<file path="config.mk">
export PLATFORM = sky130hd
export DESIGN_NAME = kf6845_horizontal_control
export DESIGN_NICKNAME = d
export VERILOG_FILES = /design/src/rtl/kf6845_pkg.sv /design/src/rtl/kf6845_sync_pulse_generator.sv /design/src/rtl/kf6845_horizontal_control.sv
export SDC_FILE = /design/constraint.sdc
export NUM_CORES = 1
export LEC_CHECK = 0
export ABC_AREA = 0
export BUFFER_PORTS_ARGS = -buffer_cell sky130_fd_sc_hd__buf_2
export CORE_MARGIN = 5
export CORE_UTILIZATION = 50
export DETAILED_ROUTE_END_ITERATION = 8
export HOLD_SLACK_MARGIN = 0.05
export PLACE_DENSITY = 0.7
export SLEW_MARGIN = 20
export SYNTH_ARGS = -nofsm -noshare
export SYNTH_HDL_FRONTEND = slang
export SYNTH_SLANG_ARGS = --single-unit
</file>
<file path="constraint.sdc">
create_clock -name clock -period 4.2 [get_ports clock]
set_clock_uncertainty 0.15 [all_clocks]
set_input_delay 0.21 -clock clock [delete_from_list [all_inputs] [get_ports clock]]
set_output_delay 0.21 -clock clock [all_outputs]
set_load 0.05 [all_outputs]
</file>
<file path="src/rtl/kf6845_pkg.sv">
// Shared KF6845 CRTC definitions: register indices, R3 field layout and
// the character counter step used by both timing stages.
package kf6845_pkg;

    localparam int HSYNC_WIDTH_MSB = 3;
    localparam int VSYNC_WIDTH_LSB = 4;

    localparam logic [4:0] R0  = 5'd0;
    localparam logic [4:0] R1  = 5'd1;
    localparam logic [4:0] R2  = 5'd2;
    localparam logic [4:0] R3  = 5'd3;
    localparam logic [4:0] R4  = 5'd4;
    localparam logic [4:0] R5  = 5'd5;
    localparam logic [4:0] R6  = 5'd6;
    localparam logic [4:0] R7  = 5'd7;
    localparam logic [4:0] R8  = 5'd8;
    localparam logic [4:0] R9  = 5'd9;
    localparam logic [4:0] R10 = 5'd10;
    localparam logic [4:0] R11 = 5'd11;
    localparam logic [4:0] R12 = 5'd12;
    localparam logic [4:0] R13 = 5'd13;
    localparam logic [4:0] R14 = 5'd14;
    localparam logic [4:0] R15 = 5'd15;
    localparam logic [4:0] R16 = 5'd16;
    localparam logic [4:0] R17 = 5'd17;

    typedef logic [7:0] char_count_t;

    // Only an exact match ends the line; a counter above the total wraps through 255.
    function automatic char_count_t next_character(input char_count_t current,
                                                   input char_count_t total);
        char_count_t result;
        if (current == total) begin
            result = 8'd0;
        end else begin
            result = current + 8'd1;
        end
        return result;
    endfunction

endpackage

</file>
<file path="src/rtl/kf6845_sync_pulse_generator.sv">
// Retriggerable sync pulse of 1..16 ticks (width code 0 means 16).
// Shared by the horizontal and vertical stages.
module kf6845_sync_pulse_generator (
    input  logic       clock,
    input  logic       reset,
    input  logic       tick,
    input  logic       trigger,
    input  logic [3:0] width,
    output logic       pulse,
    output logic [3:0] remaining
);

    logic       pulse_r;
    logic [3:0] remaining_r;
    logic       pulse_next_s;
    logic [3:0] remaining_next_s;

    // Next pulse state; width-1 wraps 0 to 15, giving the 16-tick case.
    always_comb begin
        pulse_next_s     = pulse_r;
        remaining_next_s = remaining_r;
        if (tick) begin
            if (trigger) begin
                pulse_next_s     = 1'b1;
                remaining_next_s = width - 4'd1;
            end else if (pulse_r) begin
                if (remaining_r == 4'd0) begin
                    pulse_next_s = 1'b0;
                end else begin
                    remaining_next_s = remaining_r - 4'd1;
                end
            end else begin
                pulse_next_s = 1'b0;
            end
        end else begin
            pulse_next_s = pulse_r;
        end
    end

    // Pulse state register.
    always_ff @(posedge clock or posedge reset) begin
        if (reset) begin
            pulse_r     <= 1'b0;
            remaining_r <= 4'd0;
        end else begin
            pulse_r     <= pulse_next_s;
            remaining_r <= remaining_next_s;
        end
    end

    assign pulse     = pulse_r;
    assign remaining = remaining_r;

endmodule

</file>
<file path="src/rtl/kf6845_horizontal_control.sv">
// KF6845 horizontal timing: R0-R3 storage, character counter, display
// enable, HSYNC and the end-of-line tick for the vertical stage.
module kf6845_horizontal_control
    import kf6845_pkg::*;
(
    input  logic       clock,
    input  logic       reset,
    input  logic       character_clock_enable,
    input  logic [7:0] internal_data_bus,
    input  logic       write_horizontal_total_register,
    input  logic       write_horizontal_displayed_register,
    input  logic       write_horizontal_sync_position_register,
    input  logic       write_horizontal_sync_width_register,
    output logic [7:0] horizontal_counter,
    output logic       horizontal_display,
    output logic       hsync,
    output logic       end_of_line,
    output logic [3:0] vertical_sync_width
);

    logic [7:0]  r0_r;
    logic [7:0]  r1_r;
    logic [7:0]  r2_r;
    logic [7:0]  r3_r;
    char_count_t counter_r;
    logic        display_r;
    char_count_t next_count_s;
    logic        sync_trigger_s;
    logic [3:0]  hsync_remaining_unused_s;

    // Register file; writes ignore the character tick.
    always_ff @(posedge clock or posedge reset) begin
        if (reset) begin
            r0_r <= 8'd0;
            r1_r <= 8'd0;
            r2_r <= 8'd0;
            r3_r <= 8'd0;
        end else begin
            if (write_horizontal_total_register)         r0_r <= internal_data_bus;
            if (write_horizontal_displayed_register)     r1_r <= internal_data_bus;
            if (write_horizontal_sync_position_register) r2_r <= internal_data_bus;
            if (write_horizontal_sync_width_register)    r3_r <= internal_data_bus;
        end
    end

    // Display and sync are decided for the character about to be shown.
    always_comb begin
        next_count_s   = next_character(counter_r, r0_r);
        sync_trigger_s = (next_count_s == r2_r);
    end

    // Character counter and display enable, advanced only on ticks.
    always_ff @(posedge clock or posedge reset) begin
        if (reset) begin
            counter_r <= 8'd0;
            display_r <= 1'b0;
        end else if (character_clock_enable) begin
            counter_r <= next_count_s;
            display_r <= (next_count_s < r1_r);
        end
    end

    kf6845_sync_pulse_generator u_hsync (
        .clock     (clock),
        .reset     (reset),
        .tick      (character_clock_enable),
        .trigger   (sync_trigger_s),
        .width     (r3_r[HSYNC_WIDTH_MSB:0]),
        .pulse     (hsync),
        .remaining (hsync_remaining_unused_s)
    );

    assign horizontal_counter  = counter_r;
    assign horizontal_display  = display_r;
    assign end_of_line         = character_clock_enable && (counter_r == r0_r);
    assign vertical_sync_width = r3_r[7:VSYNC_WIDTH_LSB];

endmodule

</file>
After elaboration in Yosys (flattened, before gate mapping)
Cells that the tools add are included.

Register bits: 46. Bits in latches: 0. RAM bits: 0. ROM bits: 0. Output and inout port bits: 15. Memories: 0.

Add/sub/neg operators: 3. $mul: 0. Divide/modulo/power cells: 0. Order comparisons: 1. Equal/unequal tests: 3. Shifts and indexed selects: 0. Mux-type cells: 7. Bitwise gates (word level): 0. Reductions and logical operators: 4.

Operators with widths (number): $eq 8x8->1 (2); $mux 4 (3); $add 8x1->8 const B (1); $lt 8x8->1 (1); $mux 8 (1); $sub 4x1->4 const B (2); $logic_not 4->1 (1); $mux 1 (3); $reduce_and 3->1 (1); $ne 2x2->1 const B (1); $reduce_bool 2->1 (1); $logic_and 1x1->1 (1).

Logic depth before layout (Yosys ltp)
Gate-level depths: netlist of the first run.

Depth after elaboration: 5. Gate-level depth with buffers: 14. Mapped depth without buffers: 13.

By module
From an unflattened synthesis of the first run, not the netlist that was laid out.

Cell total of the unflattened synthesis: 227. Area total of the unflattened synthesis: 2502.4 um^2.

By module, submodules not included: kf6845_horizontal_control (times used 1, cells each 191, area each 2170.8 um^2, seq. area each 1026.0 um^2); kf6845_sync_pulse_generator (times used 1, cells each 36, area each 331.6 um^2, seq. area each 125.1 um^2).

Least setup slack after synthesis of the first run
No wires, ideal clock.

Kind: flip-flop to flip-flop. From: register counter_r[1] (netlist: horizontal_counter[1]). To: register u_hsync.remaining_r[2] (netlist: u_hsync.remaining[2]). Library setup time: 65 ps. Arrival time: 3040 ps. Required time: 3985 ps. Path slack: 945 ps. Stages on the path, launching flop included: 14. Buffers on the path: 0. Clock period less this slack: 3255 ps. Cells stage by stage: dfrtp_1 > ha_1 > and3_1 > nand3_1 > xor2_1 > a2111o_1 > nand3_2 > nand4_4 > mux2i_1 > ha_1 > xor2_1 > nor2_1 > mux2i_1 > o211a_1.

Word-level cells in the longest chain between the ends: 5.

Ends and longest elaborated chain: start, declared (RTL line kf6845_horizontal_control.sv:25) `char_count_t counter_r;`; start signal, assigned (RTL line kf6845_horizontal_control.sv:58) `counter_r <= next_count_s;`; $add 8x1->8 / $eq 8x8->1 (equally long branches) (RTL line kf6845_pkg.sv:36, kf6845_pkg.sv:33); $mux 8 * (RTL line kf6845_pkg.sv:33) `if (current == total) begin`; $eq 8x8->1 * (RTL line kf6845_horizontal_control.sv:49) `sync_trigger_s = (next_count_s == r2_r);`; $ne 2x2->1 (no line) / $reduce_bool 2->1 (equally long branches); $reduce_and 3->1 (no line); end signal, assigned (RTL line kf6845_sync_pulse_generator.sv:47) `remaining_r <= remaining_next_s;`; end, declared (RTL line kf6845_sync_pulse_generator.sv:14) `logic [3:0] remaining_r;`.

Mark *: on every way between the ends. The rest lies on a longest branch, timed or not. A chain may end at the register's enable or synchronous reset.

Worst setup path after layout of the first run
From: register counter_r[4] (netlist: horizontal_counter[4]). To: register u_hsync.remaining_r[2] (netlist: u_hsync.remaining[2]).

The elaborated chain is that of the path after synthesis.

==> reports/metrics.cfg, run 1 <==
[status]
status=completed

[setup_path]
critPathSlowestCell=dfrtp_1
path_max_fanout=15
reg2reg_depth=13
cp-end-kind=flip-flop
r2r_start=horizontal_counter[4]
critical_path_class=flip-flop to flip-flop
rrSetupSlack_ns=0.97
path_cells=xnor2_1, nand4_1, nor2_1, buf_4, a311oi_1, o32ai_1, nand4_4, mux2i_1, ha_1, xor2_1, nor2_1, mux2i_1, o211a_1
startpoint=horizontal_counter[4]
start_kind=flip-flop
worstReg2RegEnd=u_hsync.remaining[2]
crit_arrival_ns=3.31
crit_required_ns=4.29
max_stage_delay_ns=0.62
critPathCapture=u_hsync.remaining[2]

[route]
wire_per_inst_microns=15.99
route.detailed.drc=0
drt_iter0_markers=60
antenna_left=0
routed_via_density=5.331
drt_pass1_iterations=4
totalWireLength_microns=5309
vias=1770

[cts]
htreeDepth=2
ctsLongestPathBuffers=2
cts_setup_buffers=0
cts_made_buffers=5
cts_tree=yes
insertion_delay_ns=0.30
clk_pin_slew_ns=0.09
cts-root-buf=clkbuf_8
clock_sinks=46

[floorplanning]
die_x_microns=81.35
core_sq_mm=0.005010
start_util_pct=50.80
dieArea_sq_mm=0.006617
num_rows=26
die_h_microns=81.35
io_pins=30

[worst_hold_path]
hold_class=input port to flip-flop

[yosys]
synth_seq_cells=46
yosys_warnings=0
synth_area_sq_mm=0.002545
ys.flop_type=dfrtp_1
syn_nets=258
synthTopCellsByArea=dfrtp_1, mux2_2, xnor2_1
synth_most_common_cell=dfrtp_1
synth_top_area_share_pct=45.23
synth_common_cells=dfrtp_1, mux2_2, xnor2_1
synth_edf_count=0
ys_seq_area_share_pct=45.23
yosysTopAreaCell=dfrtp_1
synthDistinctLibCells=40
synthCells=234
syn_area_per_cell_sq_um=10.88
synthArstFlopShare_pct=100.0

[sta]
finalSetupViolCount=0
grt_setup_unrepaired=false
maxSlewHeadroom_pct=47.38
post-route-period-util_pct=76.82
slew_viol_final=0
fmax_mhz=309.9
min_period_ns=3.226
worstMarginPinSlew_ns=0.7884
fin_setup_tns_ns=0
whs_ns=0.05875
finalHoldViolations=0

[pwr]
power_density_mw_per_mm2=539.2
leakage_nw=1.309
peakVddDrop_uv=254.5

[finish]
finalInstanceArea_sq_mm=0.002831
fill_cells=465
seqCellArea_sq_mm=0.001151
insertedDiodeCount=0
multi_input_area_sq_mm=0.001246
final_core_util_pct=56.52
drive_gt1_share_pct=27.48
fin_nets=285
syn_to_final_growth_pct=11.26

[global_route]
grt_pass1_vias=1809
grt_pass1_wl_microns=9032
antenna_found_initial=0
gr-total-overflow=0
grt_util_all_layers_pct=18.33
grt_max_degree=47

[placement]
numPortBuffers=29
placed_area_sq_mm=0.002694
place_hpwl_microns=3905
routabilityCongestion=0.8652

[flow_run]
drv_cap=0

## layer usage
layer	global-route usage [%]	up-vias	share of wire (%)
met5	0	-	0
met1	24.81	852	47
met3	4.435	4	5.2
met2	28.66	41	46
li1	-	873	-
met4	6.250	0	1.0
## sequential cells by signal, summed over array words and instances, names as in the netlist
register	count
horizontal_counter	8
r0_r	8
r1_r	8
r2_r	8
r3_r	8
u_hsync.remaining	4
horizontal_display	1
u_hsync.pulse	1
## layout by cell type, fill, tap and decap left out, types with 4 or more instances in the layout
master and instances:
nor2b_1 4, xor2_1 6, o21ai_0 11, ha_1 9, nand3_1 4, nand2_1 14
dlygate4sd3_1 5, buf_2 29, mux2_2 30, and3_1 4, clkbuf_8 5, mux2i_1 4
dfrtp_1 46, nor2_1 13, nor3_1 7, inv_1 14, xnor2_1 18, o21ai_1 4
## report_power, final
part           switching [W]  internal, W  total, W
clock network       0.000149     0.000118  0.000267
logic               0.000366     0.000252  0.000618
registers           0.000123     0.000519  0.000642
total               0.000638     0.000888   0.00153
## kinds of logic (layout without fill, tap and decap cells)
logic type / Yosys count / in the layout / share of synthesized area, %
buf+inv: 30 / 58 / 5.801
flops: 46 / 46 / 45.23
mux: 34 / 34 / 14.85
fa+ha+maj: 9 / 9 / 4.425
xor+xnor: 24 / 24 / 8.260
simple gates: 54 / 54 / 11.50
compound gates: 37 / 37 / 9.932
## area by class of cell
cell class	count	share of cell area (%)
well taps	70	3.093
clock inverters	2	0.4861
flip-flops and latches	46	40.65
clock buffers	6	2.563
inverters	15	2.033
repair buffers	35	7.159
multi-input cells	158	44.01
## worst min path at each step
stage | slack [ns] | from | to | cells past startpoint
2_1_floorplan | 0.17 | write_horizontal_displayed_register | r1_r[4] | 1
3_3_place_gp | 0.33 | internal_data_bus[4] | r1_r[4] | 3
3_5_place_dp | 0.33 | internal_data_bus[7] | r1_r[7] | 3
4_1_cts | 0.05 | internal_data_bus[0] | r3_r[0] | 2
5_1_grt | 0.05 | internal_data_bus[0] | r0_r[0] | 2
6_report | 0.06 | internal_data_bus[0] | r3_r[0] | 2
## stage by stage
step,setup WS (ns),total power (W),instances
floorplan,0.9448,0.001148,234
global placement,1.074,0.001254,319
detailed placement,0.9931,0.001264,319
CTS,0.9647,0.001539,332
global route,0.5874,0.001638,332
finish,0.9736,0.001527,332
## critical path, delay by kind of cell, from the launching register on
family | cells | cell delay (ns)
xor gates and xnor gates | 2 | 0.33
muxes | 2 | 0.36
and+or+nand+nor | 4 | 0.59
buffers and inverters | 1 | 0.21
DFF | 1 | 0.62
AOI/OAI and AO/OA | 3 | 0.68
adders and majority gates | 1 | 0.23
## repair_timing
action,4_1_cts,5_1_grt
hold endpoints to repair,56,0
resized for setup,0,0
hold buffers,5,0
No activity file was read; power rests on OpenSTA's default activity.
==> inputs of run 2 (changes only) <==
--- a/config.mk
+++ b/config.mk
@@ -11,7 +11,7 @@
 export CORE_UTILIZATION = 50
 export DETAILED_ROUTE_END_ITERATION = 8
 export HOLD_SLACK_MARGIN = 0.05
-export PLACE_DENSITY = 0.7
+export PLACE_DENSITY = 0.73
 export SLEW_MARGIN = 20
 export SYNTH_ARGS = -nofsm -noshare
 export SYNTH_HDL_FRONTEND = slang
==> constraint.sdc (replaced) <==
create_clock -name clock -period 2.7 [get_ports clock]
set_clock_uncertainty 0.15 [all_clocks]
set_input_delay 0.135 -clock clock [delete_from_list [all_inputs] [get_ports clock]]
set_output_delay 0.135 -clock clock [all_outputs]
set_load 0.05 [all_outputs]
==> reports/metrics.cfg, run 2 (synthesized netlist as in run 1, its figures left out) <==
[cts]
cts_made_buffers=5  ; unchanged
htreeDepth=2  ; unchanged
ctsLongestPathBuffers=2  ; unchanged
cts-root-buf=clkbuf_8  ; unchanged
clock_sinks=46  ; unchanged
clk_pin_slew_ns=0.09  ; about the same
cts_tree=yes  ; unchanged
insertion_delay_ns=0.30  ; about the same

[finish]
fin_nets=316  ; was 285
seqCellArea_sq_mm=0.001164  ; was 0.001151 sq mm
multi_input_area_sq_mm=0.001291  ; was 0.001246 sq mm
syn_to_final_growth_pct=23.50  ; was 11.26%
final_cell_mix=dfrtp_1, mux2_2, buf_2, buf_4, xnor2_1  ; was dfrtp_1, mux2_2, buf_2, xnor2_1
insertedDiodeCount=0  ; unchanged
final_common_cell=dfrtp_1  ; unchanged
drive_gt1_share_pct=35.96  ; was 27.48%
fill_cells=419  ; was 465
fin_cells=362  ; was 332

[route]
totalWireLength_microns=5776  ; was 5309 microns
drt_pass1_iterations=4  ; unchanged
drt_iter0_markers=84  ; was 60
route.detailed.drc=0  ; unchanged
routed_via_density=5.290  ; was 5.331
antenna_left=0  ; unchanged
vias=1915  ; was 1770
wire_per_inst_microns=15.96  ; was 15.99 microns

[placement]
place_inst=340  ; was 319
routabilityCongestion=0.8278  ; was 0.8652
pre_cts_ws_ns=-0.09822  ; was 0.9931 ns
place_hpwl_microns=4267  ; was 3905 microns
numPortBuffers=29  ; unchanged

[setup_path]
path_max_fanout=6  ; was 15
cp_common_cell=mux2i_1
start_kind=flip-flop  ; unchanged
path_cells=ha_4, and3_1, nand3_1, xor2_2, a2111o_1, nand3_2, nand4_4, mux2i_1, ha_2, xor2_1, nor2_1, mux2i_1, o211a_1  ; was xnor2_1, nand4_1, nor2_1, buf_4, a311oi_1, o32ai_1, nand4_4, mux2i_1, ha_1, xor2_1, nor2_1, mux2i_1, o211a_1
crit_required_ns=2.79  ; was 4.29 ns
max_stage_delay_ns=0.54  ; was 0.62 ns
crit_buf_inv=0  ; was 1
critical_path_class=flip-flop to flip-flop  ; unchanged
startpoint=horizontal_counter[1]  ; was horizontal_counter[4]
cp-end-kind=flip-flop  ; unchanged
critPathSlowestCell=dfrtp_4  ; was dfrtp_1
crit_family=compound AO/OA/AOI/OAI gates  ; unchanged
crit_arrival_ns=2.95  ; was 3.31 ns
r2r_start=horizontal_counter[1]  ; was horizontal_counter[4]

[sta]
min_period_ns=2.865  ; was 3.226 ns
finalHoldViolations=0  ; unchanged
slew_viol_final=0  ; unchanged
fmax_mhz=349.1  ; was 309.9 MHz
post-route-period-util_pct=106.1  ; was 76.82%
grt_setup_unrepaired=true  ; was false
worstMarginPinSlew_ns=0.7896  ; was 0.7884 ns
finalSetupViolCount=1  ; was 0
maxSlewHeadroom_pct=47.28  ; was 47.38%
worst_slack_ns=-0.1648  ; was 0.9736 ns

[worst_hold_path]
hold_class=input port to flip-flop  ; unchanged
min_from=character_clock_enable  ; was internal_data_bus[0]

[global_route]
antenna_found_initial=0  ; unchanged
grt_max_degree=39  ; was 47
grt_pass1_wl_microns=9915  ; was 9032 microns
grt_util_all_layers_pct=19.87  ; was 18.33%
gr-total-overflow=0  ; unchanged
grt_pass1_vias=1979  ; was 1809

[floorplanning]
dieArea_sq_mm=0.006617  ; unchanged
num_rows=26  ; unchanged
core_sq_mm=0.005010  ; unchanged
io_pins=30  ; unchanged
die_x_microns=81.35  ; unchanged
die_h_microns=81.35  ; unchanged
start_util_pct=50.80  ; unchanged

[flow_run]
drv_cap=0  ; unchanged

[pwr]
leakage_nw=1.463  ; was 1.309 nW
peakVddDrop_uv=622.9  ; was 254.5 uV
power_density_mw_per_mm2=820.1  ; was 539.2 mW/mm^2

[status]
failed_checks=setup timing
status=finished with violations  ; was completed

[run 2: cell count changes in the layout (fill, tap and decap cells not counted), moves of 3 or more]
cell / previous run / this run
dfrtp_2: 0 / 4
dlygate4sd3_1: 5 / 14
xnor2_2: 0 / 3
dfrtp_1: 46 / 40
buf_4: 1 / 23
xnor2_1: 18 / 15
[run 2: timing repair]
action,in CTS,in global routing
hold buffers,14,0
setup buffers,0,1
pin swaps,0,1
endpoints found under the setup margin,1,2
endpoints found under the hold margin,68,0
resized for setup,1,2
[run 2: per-layer routing]
layer	up-vias	global-route usage, %	share of wire, %
met5	-	0	0
met4	0	6.926	0.62
met3	4	4.213	4.6
met2	44	32.25	48
met1	932	26.22	46
li1	935	-	-
[run 2: path summary, 6_finish.rpt]
path / endpoint / slack (ns) / cells past startpoint
worst max-delay path: u_hsync.remaining[2] / -0.16 / 13
max in group asynchronous: u_hsync.remaining[3] / 1.42 / 4
worst min-delay path: horizontal_counter[0] / 0.05 / 2
min in group asynchronous: r2_r[2] / 0.37 / 3
worst min register to register: r3_r[5] / 0.37 / 1
worst max register to register: u_hsync.remaining[2] / -0.16 / 13
[run 2: through the flow]
step | utilization (%) | hold WS (ns) | power, W | cell area (sq um) | TNS [ns]
4_1_cts | 62.29 | 0.05155 | 0.002575 | 3120 | -0.1761
6_report | 62.74 | 0.04831 | 0.002578 | 3143 | -0.1648
2_1_floorplan | - | 0.09231 | 0.001840 | 2591 | -0.2206
5_1_grt | 62.74 | 0.05903 | 0.002768 | 3143 | -0.3473
3_5_place_dp | 57.62 | 0.1746 | 0.002123 | 2887 | -0.09822
3_3_place_gp | 57.62 | 0.1694 | 0.002092 | 2887 | -0.03198
[run 2: final cells by class]
| cell class | count | area share [%] |
|---|---|---|
| multi-input cells | 158 | 41.08 |
| well taps | 70 | 2.787 |
| clock buffers | 7 | 2.747 |
| flip-flops and latches | 46 | 37.02 |
| inverters | 15 | 1.791 |
| repair buffers | 66 | 14.57 |
[run 2: power breakdown]
part           internal (W)  leakage (nW)  switching [W]
clock              0.000203        0.0443       0.000218
combinational      0.000514         0.876       0.000657
sequential         0.000821         0.543       0.000164
